--- src/rtl/pwm_led_ctrl.sv ---
// Key-driven duty sequencer for the PWM LED path: debounced up/down stepping with
// auto-repeat in manual mode, and a two-key chord toggling a triangle "breathing" ramp.
module pwm_led_db #(
   parameter logic [15:0] DB_CYCLES = 16'd50000
) (
   input  logic clk,
   input  logic rst,
   input  logic raw,
   output logic db
);
   logic        s1, s2;
   logic [15:0] cnt;

   always_ff @(posedge clk) begin
      if (rst) begin
         s1  <= 1'b0;
         s2  <= 1'b0;
         db  <= 1'b0;
         cnt <= '0;
      end else begin
         s1 <= raw;
         s2 <= s1;
         if (s2 == db) cnt <= '0;
         else if (cnt == DB_CYCLES - 16'd1) begin
            db  <= s2;
            cnt <= '0;
         end else cnt <= cnt + 16'd1;
      end
   end
endmodule

module pwm_led_ctrl #(
   parameter logic [15:0] DB_CYCLES     = 16'd50000,
   parameter logic [23:0] REPEAT_CYCLES = 24'd5000000,
   parameter logic [15:0] BREATHE_DIV   = 16'd4096,
   parameter logic [9:0]  STEP          = 10'd1,
   parameter logic [9:0]  DUTY_MAX      = 10'd1023,
   parameter logic [9:0]  DUTY_MIN      = 10'd0
) (
   input  logic       clk,
   input  logic       rst,
   input  logic [1:0] key,
   output logic [9:0] duty,
   output logic       duty_stb,
   output logic       mode
);
   typedef enum logic [2:0] {MANUAL, HOLD, BR_UP, BR_DN, RELEASE} state_t;

   state_t      state, state_n;
   logic [1:0]  db, db_q;
   logic [23:0] rcnt, rcnt_n;
   logic [15:0] bcnt, bcnt_n;
   logic [9:0]  duty_n, up_val, dn_val;
   logic [10:0] up_sum, dn_diff;
   logic        dir, dir_n, mode_n;
   logic        up_rise, dn_rise, chord, rep_tick, br_tick;

   for (genvar i = 0; i < 2; i++) begin : g_db
      pwm_led_db #(.DB_CYCLES(DB_CYCLES)) u_db (
         .clk (clk),
         .rst (rst),
         .raw (key[i]),
         .db  (db[i])
      );
   end

   // 11-bit step arithmetic so the clamp sees overflow/underflow before truncation
   assign up_sum  = {1'b0, duty} + {1'b0, STEP};
   assign dn_diff = {1'b0, duty} - {1'b0, STEP};
   assign up_val  = (up_sum > {1'b0, DUTY_MAX}) ? DUTY_MAX : up_sum[9:0];
   assign dn_val  = (dn_diff[10] || dn_diff < {1'b0, DUTY_MIN}) ? DUTY_MIN : dn_diff[9:0];

   assign up_rise  = db[0] & ~db_q[0];
   assign dn_rise  = db[1] & ~db_q[1];
   assign chord    = (db == 2'b11) && (db_q != 2'b11);
   assign rep_tick = (rcnt == REPEAT_CYCLES - 24'd1);
   assign br_tick  = (bcnt == BREATHE_DIV - 16'd1);

   always_comb begin
      state_n = state;
      duty_n  = duty;
      mode_n  = mode;
      dir_n   = dir;
      rcnt_n  = rcnt;
      bcnt_n  = bcnt;
      case (state)
         MANUAL: begin
            if (chord) begin
               mode_n  = ~mode;
               state_n = RELEASE;
            end else if (up_rise && db == 2'b01) begin
               duty_n  = up_val;
               dir_n   = 1'b0;
               rcnt_n  = '0;
               state_n = HOLD;
            end else if (dn_rise && db == 2'b10) begin
               duty_n  = dn_val;
               dir_n   = 1'b1;
               rcnt_n  = '0;
               state_n = HOLD;
            end
         end
         HOLD: begin
            if (chord) begin
               mode_n  = ~mode;
               state_n = RELEASE;
            end else if (db == 2'b00) begin
               state_n = MANUAL;
            end else if (db == 2'b01 && dir) begin
               duty_n = up_val;
               dir_n  = 1'b0;
               rcnt_n = '0;
            end else if (db == 2'b10 && !dir) begin
               duty_n = dn_val;
               dir_n  = 1'b1;
               rcnt_n = '0;
            end else if (rep_tick) begin
               duty_n = dir ? dn_val : up_val;
               rcnt_n = '0;
            end else rcnt_n = rcnt + 24'd1;
         end
         BR_UP: begin
            if (chord) begin
               mode_n  = 1'b0;
               bcnt_n  = '0;
               state_n = RELEASE;
            end else if (br_tick) begin
               bcnt_n = '0;
               duty_n = up_val;
               if (up_val == DUTY_MAX) state_n = BR_DN;
            end else bcnt_n = bcnt + 16'd1;
         end
         BR_DN: begin
            if (chord) begin
               mode_n  = 1'b0;
               bcnt_n  = '0;
               state_n = RELEASE;
            end else if (br_tick) begin
               bcnt_n = '0;
               duty_n = dn_val;
               if (dn_val == DUTY_MIN) state_n = BR_UP;
            end else bcnt_n = bcnt + 16'd1;
         end
         RELEASE: begin
            if (db == 2'b00) begin
               bcnt_n  = '0;
               state_n = mode ? BR_UP : MANUAL;
            end
         end
         default: state_n = MANUAL;
      endcase
   end

   always_ff @(posedge clk) begin
      if (rst) begin
         state    <= MANUAL;
         duty     <= DUTY_MIN;
         duty_stb <= 1'b0;
         mode     <= 1'b0;
         dir      <= 1'b0;
         rcnt     <= '0;
         bcnt     <= '0;
         db_q     <= 2'b00;
      end else begin
         state    <= state_n;
         duty     <= duty_n;
         duty_stb <= (duty_n != duty);
         mode     <= mode_n;
         dir      <= dir_n;
         rcnt     <= rcnt_n;
         bcnt     <= bcnt_n;
         db_q     <= db;
      end
   end
endmodule

--- config.mk ---
export PLATFORM = sky130hd
export DESIGN_NAME = pwm_led_ctrl
export DESIGN_NICKNAME = d
export VERILOG_FILES = /design/src/rtl/pwm_led_ctrl.sv
export SDC_FILE = /design/constraint.sdc
export NUM_CORES = 1
export LEC_CHECK = 0
export ABC_AREA = 1
export BUFFER_PORTS_ARGS = -buffer_cell sky130_fd_sc_hd__buf_2
export CORE_ASPECT_RATIO = 0.9
export CORE_UTILIZATION = 60
export CTS_CLUSTER_DIAMETER = 30
export DETAILED_ROUTE_END_ITERATION = 7
export HOLD_SLACK_MARGIN = 0.03
export PLACE_DENSITY_LB_ADDON = 0.08
export SLEW_MARGIN = 20
export SYNTH_ARGS = -nofsm -noshare
export SYNTH_HDL_FRONTEND = slang
export SYNTH_HIERARCHICAL = 1
export SYNTH_SLANG_ARGS = --single-unit
export TNS_END_PERCENT = 10
--- constraint.sdc ---
create_clock -name clk -period 6.76 [get_ports clk]
set_clock_uncertainty 0.2 [all_clocks]
set_input_delay 0 -clock clk [delete_from_list [all_inputs] [get_ports clk]]
set_output_delay 0 -clock clk [all_outputs]
set_load 0.01 [all_outputs]
==> results of run 1 <==
-- through the flow --
stage / setup WS [ps] / total power (uW) / instances / area (um^2)
2_1_floorplan: 4230 / 792 / 1005 / 6310
3_3_place_gp: 3350 / 846 / 1130 / 6440
3_5_place_dp: 3340 / 845 / 1130 / 6440
4_1_cts: 3310 / 1390 / 1151 / 6810
5_1_grt: 2970 / 1440 / 1151 / 6810
6_report: 3260 / 1380 / 1151 / 6810
-- worst max-delay path: cells and delay by family, from the launching register on --
kind,cells,cell delay (ps)
AO/OA/AOI/OAI,3,280
buffers and inverters,3,730
flip-flops,1,680
AND/OR/NAND/NOR,9,1480
-- where the power goes --
group / switching (uW) / internal [uW]
logic: 181 / 67.9
clock network: 246 / 295
registers: 16.5 / 578
-- cell families after synthesis --
group,synth area share
xor gates and xnor gates,0.0208
adders and majority gates,0.0139
DFF,0.304
AOI/OAI and AO/OA,0.184
buffers and inverters,0.102
and+or+nand+nor,0.375
-- state kept, by name (all words and copies together) (netlist names) --
register and flops:
rcnt 24, state 3, dir 1, g_db.u_db/s2 2, db_q 2, duty_stb 1
mode 1, g_db.u_db/s1 2, g_db.u_db/cnt 32, g_db.u_db/db 2, duty 10, bcnt 16
-- metal layers --
metal	track usage	vias to the layer above
met4	0.0941	0
met2	0.465	299
met5	0	-
met1	0.448	2870
li1	-	3332
met3	0.0590	45
-- worst max path at each step --
stage | slack, ps | endpoint
2_1_floorplan | 4230 | duty[9]
3_3_place_gp | 3350 | rcnt[23]
3_5_place_dp | 3340 | rcnt[23]
4_1_cts | 3310 | rcnt[23]
5_1_grt | 2970 | rcnt[23]
6_report | 3260 | rcnt[23]
-- cell usage in the layout, fill, tap and decap left out, types with 2 or more instances in the layout --
cell type | synthesis | final
o32ai_1 | 6 | 6
nand3_1 | 65 | 65
nor3_4 | 3 | 3
a21oi_1 | 70 | 70
clkinv_4 | 0 | 4
nand2_1 | 238 | 238
nor4_1 | 4 | 4
o22ai_1 | 6 | 6
o21bai_1 | 2 | 2
xor2_1 | 9 | 9
a41oi_1 | 2 | 2
clkinv_1 | 4 | 4
o221ai_1 | 5 | 5
o21a_1 | 7 | 7
nor2_1 | 141 | 141
or2_2 | 4 | 4
inv_2 | 16 | 16
o21ai_1 | 3 | 3
o211ai_1 | 13 | 13
dlygate4sd3_1 | 0 | 5
inv_1 | 120 | 120
xnor2_1 | 6 | 6
a211oi_1 | 7 | 7
nor2_2 | 9 | 9
buf_2 | 7 | 15
o21ai_0 | 60 | 60
ha_1 | 7 | 7
nor3_2 | 3 | 3
nand2_4 | 3 | 3
dfxtp_1 | 96 | 96
nand4_1 | 18 | 18
nor2_4 | 6 | 6
nor3_1 | 18 | 18
nand3b_1 | 4 | 4
a31oi_1 | 3 | 3
a22oi_1 | 4 | 4
clkbuf_16 | 0 | 9
nand2_2 | 8 | 8
a221oi_1 | 3 | 3
nand3_2 | 3 | 3
-- area by class of cell --
type | instances | area [um^2]
Multi-Input combinational cell | 748 | 3750
Timing Repair Buffer | 20 | 125
Clock inverter | 7 | 92.6
Sequential cell | 96 | 1920
Tap cell | 129 | 161
Clock buffer | 9 | 225
Fill cell | 972 | 3440
Inverter | 142 | 537
==> results.cfg, run 1 <==
[cts]
cts_setup_buffers = 0
clockBufferDepth = 2
cts_resized = 0
clock-sinks = 96
cts_tree = built
postCtsHoldBufs = 5
clkLatencyLatePin_ps = 350
cts_root_buf = clkbuf_16
cts.clk_slew.worst_paths_ps = 70
cts_htree_levels = 3
cts-buffers-inserted = 9

[synth]
ys_ff_latch = 96
synth_most_common_cell = nand2_1
synthCells = 1005
synth.avg_cell_area_um2 = 6.28
synth_cell_types = 51
seq_area_frac_synth = 0.304
synth_common_cells = nand2_1, nor2_1, inv_1
synth_top_area_frac = 0.304
synthFlopType = dfxtp_1
yosysWarnings = 6
synth_area_leaders = dfxtp_1, nand2_1, nor2_1
synth_nets = 1016
synth_edf_count = 0
synth_area_mm2 = 0.00631
netlist.top_cell.by_area = dfxtp_1
async_reset_ff_frac = 0

[power_and_ir_drop]
power_density_mw_per_mm2 = 203
max-vdd-ir-drop_v = 0.000171
leakagePower_uw = 0.00267

[outcome]
outcome = finished with violations
violations = design-rule violations

[route]
first_pass_iters = 8
wl_met3_mm = 1.56
final_antenna_net_count = 0
wl_met2_mm = 6.92
drt_iter0_markers = 582
drc = 1
vias_per_cell = 5.69
top_layer = met4
vias = 6546
wl_met1_mm = 7.77
drt-total-wl_mm = 16.6
wl_per_cell_um = 14.4

[sta]
finalMaxSlewViolations = 0
setup_viol = 0
period_minus_slack_ps = 3500
timing.fmax_ghz = 0.286
hold_violations = 0
hold-worst-slack_ps = 215
rsz0062_at_grt = no
worst_slew_pin_slew_ps = 958
period_share = 0.517
tns_ps = 0
max-slew-margin-rel = 0.359

[place]
place_hpwl_mm = 12.1
globalplace.congestion = 1.01
io_buffers = 15

[setup_path]
cp_slowest_cell = dfxtp_1
worst_setup_path_start_kind = flip-flop
path_class = flip-flop to flip-flop
r2r_start = state[2]
cp_common_cell = nand2_2
critPathCaptureType = flip-flop
reg2reg_depth = 15
crit_fanout = 15
r2r_end = rcnt[23]
rrSetupSlack_ps = 3260
critPathArrivalTime_ps = 3540
cp.required_ps = 6810
startpoint = state[2]
slowest_delay_ps = 680
path_cells = clkinv_2, nand2_2, nor2_1, inv_1, o21ai_2, nor3_4, inv_2, nor2_2, nand2_2, nor2_4, nand2_2, nor2_4, nand4_1, o21ai_1, a21oi_1

[floorplan]
die_w_um = 110
ios = 16
design.core.area_mm2 = 0.0102
die_h_um = 99.3
rows = 35
initial_core_util = 0.616
die_area_mm2 = 0.0109

[global_routing]
grt_max_degree = 32
grt.overflow.total = 0
antenna_found_initial = 0
grt.total_usage = 0.310
grt_pass1_wl_mm = 27.0
grt_pass1_vias = 5693

[worst_hold_path]
holdPathStages = 2
hold_start = g_db[1].u_db/s1
hold_class = flip-flop to flip-flop
min_to = g_db[1].u_db/s2

[finish]
antenna_cells = 0
layout-drive-gt1-share = 0.0890
area_growth_pct = 7.87
fin_util = 0.665
final_nets = 1028

[flow_run]
drv_cap = 0
(Power assumes the default switching activity.)
==> run 2: changes to the inputs <==
- clock period: 6.76 -> 3.5 ns (I/O delays scaled with it)
==> run 2 against run 1 <==
Against the previous run: the run now ends clean; combinational power is 100% higher; final cell count is 1.8% higher; non-clock buffer count is 21 higher; wire length is 1.5% higher; hold slack better by 2.4 ps; die area stayed put; sequential cell count stayed put; clock-buffer cell count is 2 higher; utilization is 1.4 points higher; worst setup slack worse by 3000 ps; register-to-register slack worse by 3000 ps; via count is 0.98% higher; critical path type unchanged; largest power group unchanged; highest routed layer unchanged.
==> results.cfg, run 2 (synthesized netlist as in run 1, its figures left out) <==
[finish]
fin_util = 0.679
final_nets = 1049
antenna_cells = 0
regMostFlops = g_db.u_db/cnt
layout-drive-gt1-share = 0.106
reg_top3 = g_db.u_db/cnt x32, rcnt x24, bcnt x16
fillCellCount = 941
area_growth_pct = 10.2
largest_reg_flops = 32
final_common_cell = nand2_1
final_cell_mix = nand2_1, nor2_1, inv_1

[global_routing]
antenna_found_initial = 0
grt.total_usage = 0.319
grt_pass1_vias = 5784
grt_pass1_wl_mm = 27.5
grt.overflow.total = 0
grt_max_degree = 32

[power_and_ir_drop]
swShare = 0.314
p_int_uw = 1840
pwr-share-clk = 0.383
switchingPower_uw = 843
power_frac_comb = 0.189
seqPwrFrac = 0.428
power_density_mw_per_mm2 = 386
leakagePower_uw = 0.00277
max-vdd-ir-drop_v = 0.000429

[route]
top_layer = met4
drc = 0
final_antenna_net_count = 0
wl_met1_mm = 7.79
first_pass_iters = 5
drt-total-wl_mm = 16.8
vias_per_cell = 5.64
wl_met3_mm = 1.39
wl_per_cell_um = 14.4
vias = 6610
drt_iter0_markers = 546
wl_met2_mm = 7.07

[sta]
worst_slew_pin_slew_ps = 710
max-slew-margin-rel = 0.522
setup_viol = 0
finalMaxSlewViolations = 0
period_minus_slack_ps = 3280
timing.fmax_ghz = 0.305
tns_ps = 0
period_share = 0.936
setup_ws_ps = 222
hold_violations = 0
rsz0062_at_grt = no

[cts]
cts.clk_slew.worst_paths_ps = 70
cts_tree = built
cts_setup_buffers = 0
cts_root_buf = clkbuf_16
clkLatencyLatePin_ps = 350
clock-sinks = 96
cts_htree_levels = 3
cts-buffers-inserted = 9
clockBufferDepth = 2

[place]
globalplace.congestion = 1.03
place_hpwl_mm = 12.6
io_buffers = 15
dp_slack_ps = 313

[setup_path]
worst_setup_path_start_kind = flip-flop
cp.required_ps = 3540
critPathCaptureType = flip-flop
path_class = flip-flop to flip-flop
reg2reg_depth = 15
critPathArrivalTime_ps = 3310
crit_fanout = 15

[outcome]
outcome = finished clean

[worst_hold_path]
hold_class = flip-flop to flip-flop
holdPathStages = 2

[floorplan]
initial_core_util = 0.616
rows = 35
die_h_um = 99.3
die_w_um = 110
die_area_mm2 = 0.0109
design.core.area_mm2 = 0.0102
ios = 16

[flow_run]
drv_cap = 0
run 2: layer usage:
metal,up-vias,GRT usage
met5,-,0
met3,52,0.0544
met4,0,0.126
met1,2915,0.447
met2,273,0.486
li1,3370,-
run 2: layout make-up:
| class | instances | area, um^2 | share of cell area |
|---|---|---|---|
| Multi-Input combinational cell | 748 | 3750 | 0.539 |
| Sequential cell | 96 | 1920 | 0.276 |
| Inverter | 142 | 537 | 0.0772 |
| Timing Repair Buffer | 41 | 283 | 0.0406 |
| Clock buffer | 11 | 243 | 0.0349 |
| Tap cell | 129 | 161 | 0.0232 |
| Clock inverter | 5 | 63.8 | 0.00917 |
run 2: power groups by stage:
stage | combinational [uW] | clock [uW] | sequential (uW)
after global placement | 488 | 0 | 1170
final | 509 | 1030 | 1150
after detailed placement | 489 | 0 | 1170
after CTS | 495 | 1040 | 1150
after global routing | 559 | 1090 | 1150
after floorplan | 364 | 0 | 1170
run 2: worst paths after layout:
check,slack [ps],end,startpoint
setup / recovery,220,rcnt[23],state[2]
hold reg to reg,220,g_db[0].u_db/s2,g_db[0].u_db/s1
setup reg to reg,220,rcnt[23],state[2]
hold / removal,220,g_db[0].u_db/s2,g_db[0].u_db/s1
run 2: critical path, stage by stage, from the launching register on:
cell and delay (ps):
dfxtp_1 710, clkinv_2 380, nand2_2 160, nor2_1 70
inv_1 180, o21ai_2 120, nor3_4 270, inv_2 140
nor2_2 170, nand2_2 90, nor2_4 130, nand2_2 90
nor2_4 130, nand4_1 130, o21ai_1 140, a21oi_1 50
run 2: through the flow:
step / hold slack, ps / total power [uW] / cell area, um^2 / std cells
after floorplan: -129 / 1530 / 6310 / 1005
after CTS: 222 / 2690 / 6960 / 1172
after global routing: 245 / 2800 / 6960 / 1172
final: 218 / 2690 / 6960 / 1172
after detailed placement: 14.3 / 1660 / 6600 / 1151
after global placement: 0.104 / 1660 / 6600 / 1151
run 2: what timing repair did:
action,in CTS,in global routing
gates resized for setup,0,0
hold buffers,5,0
endpoints found under the hold margin,18,0
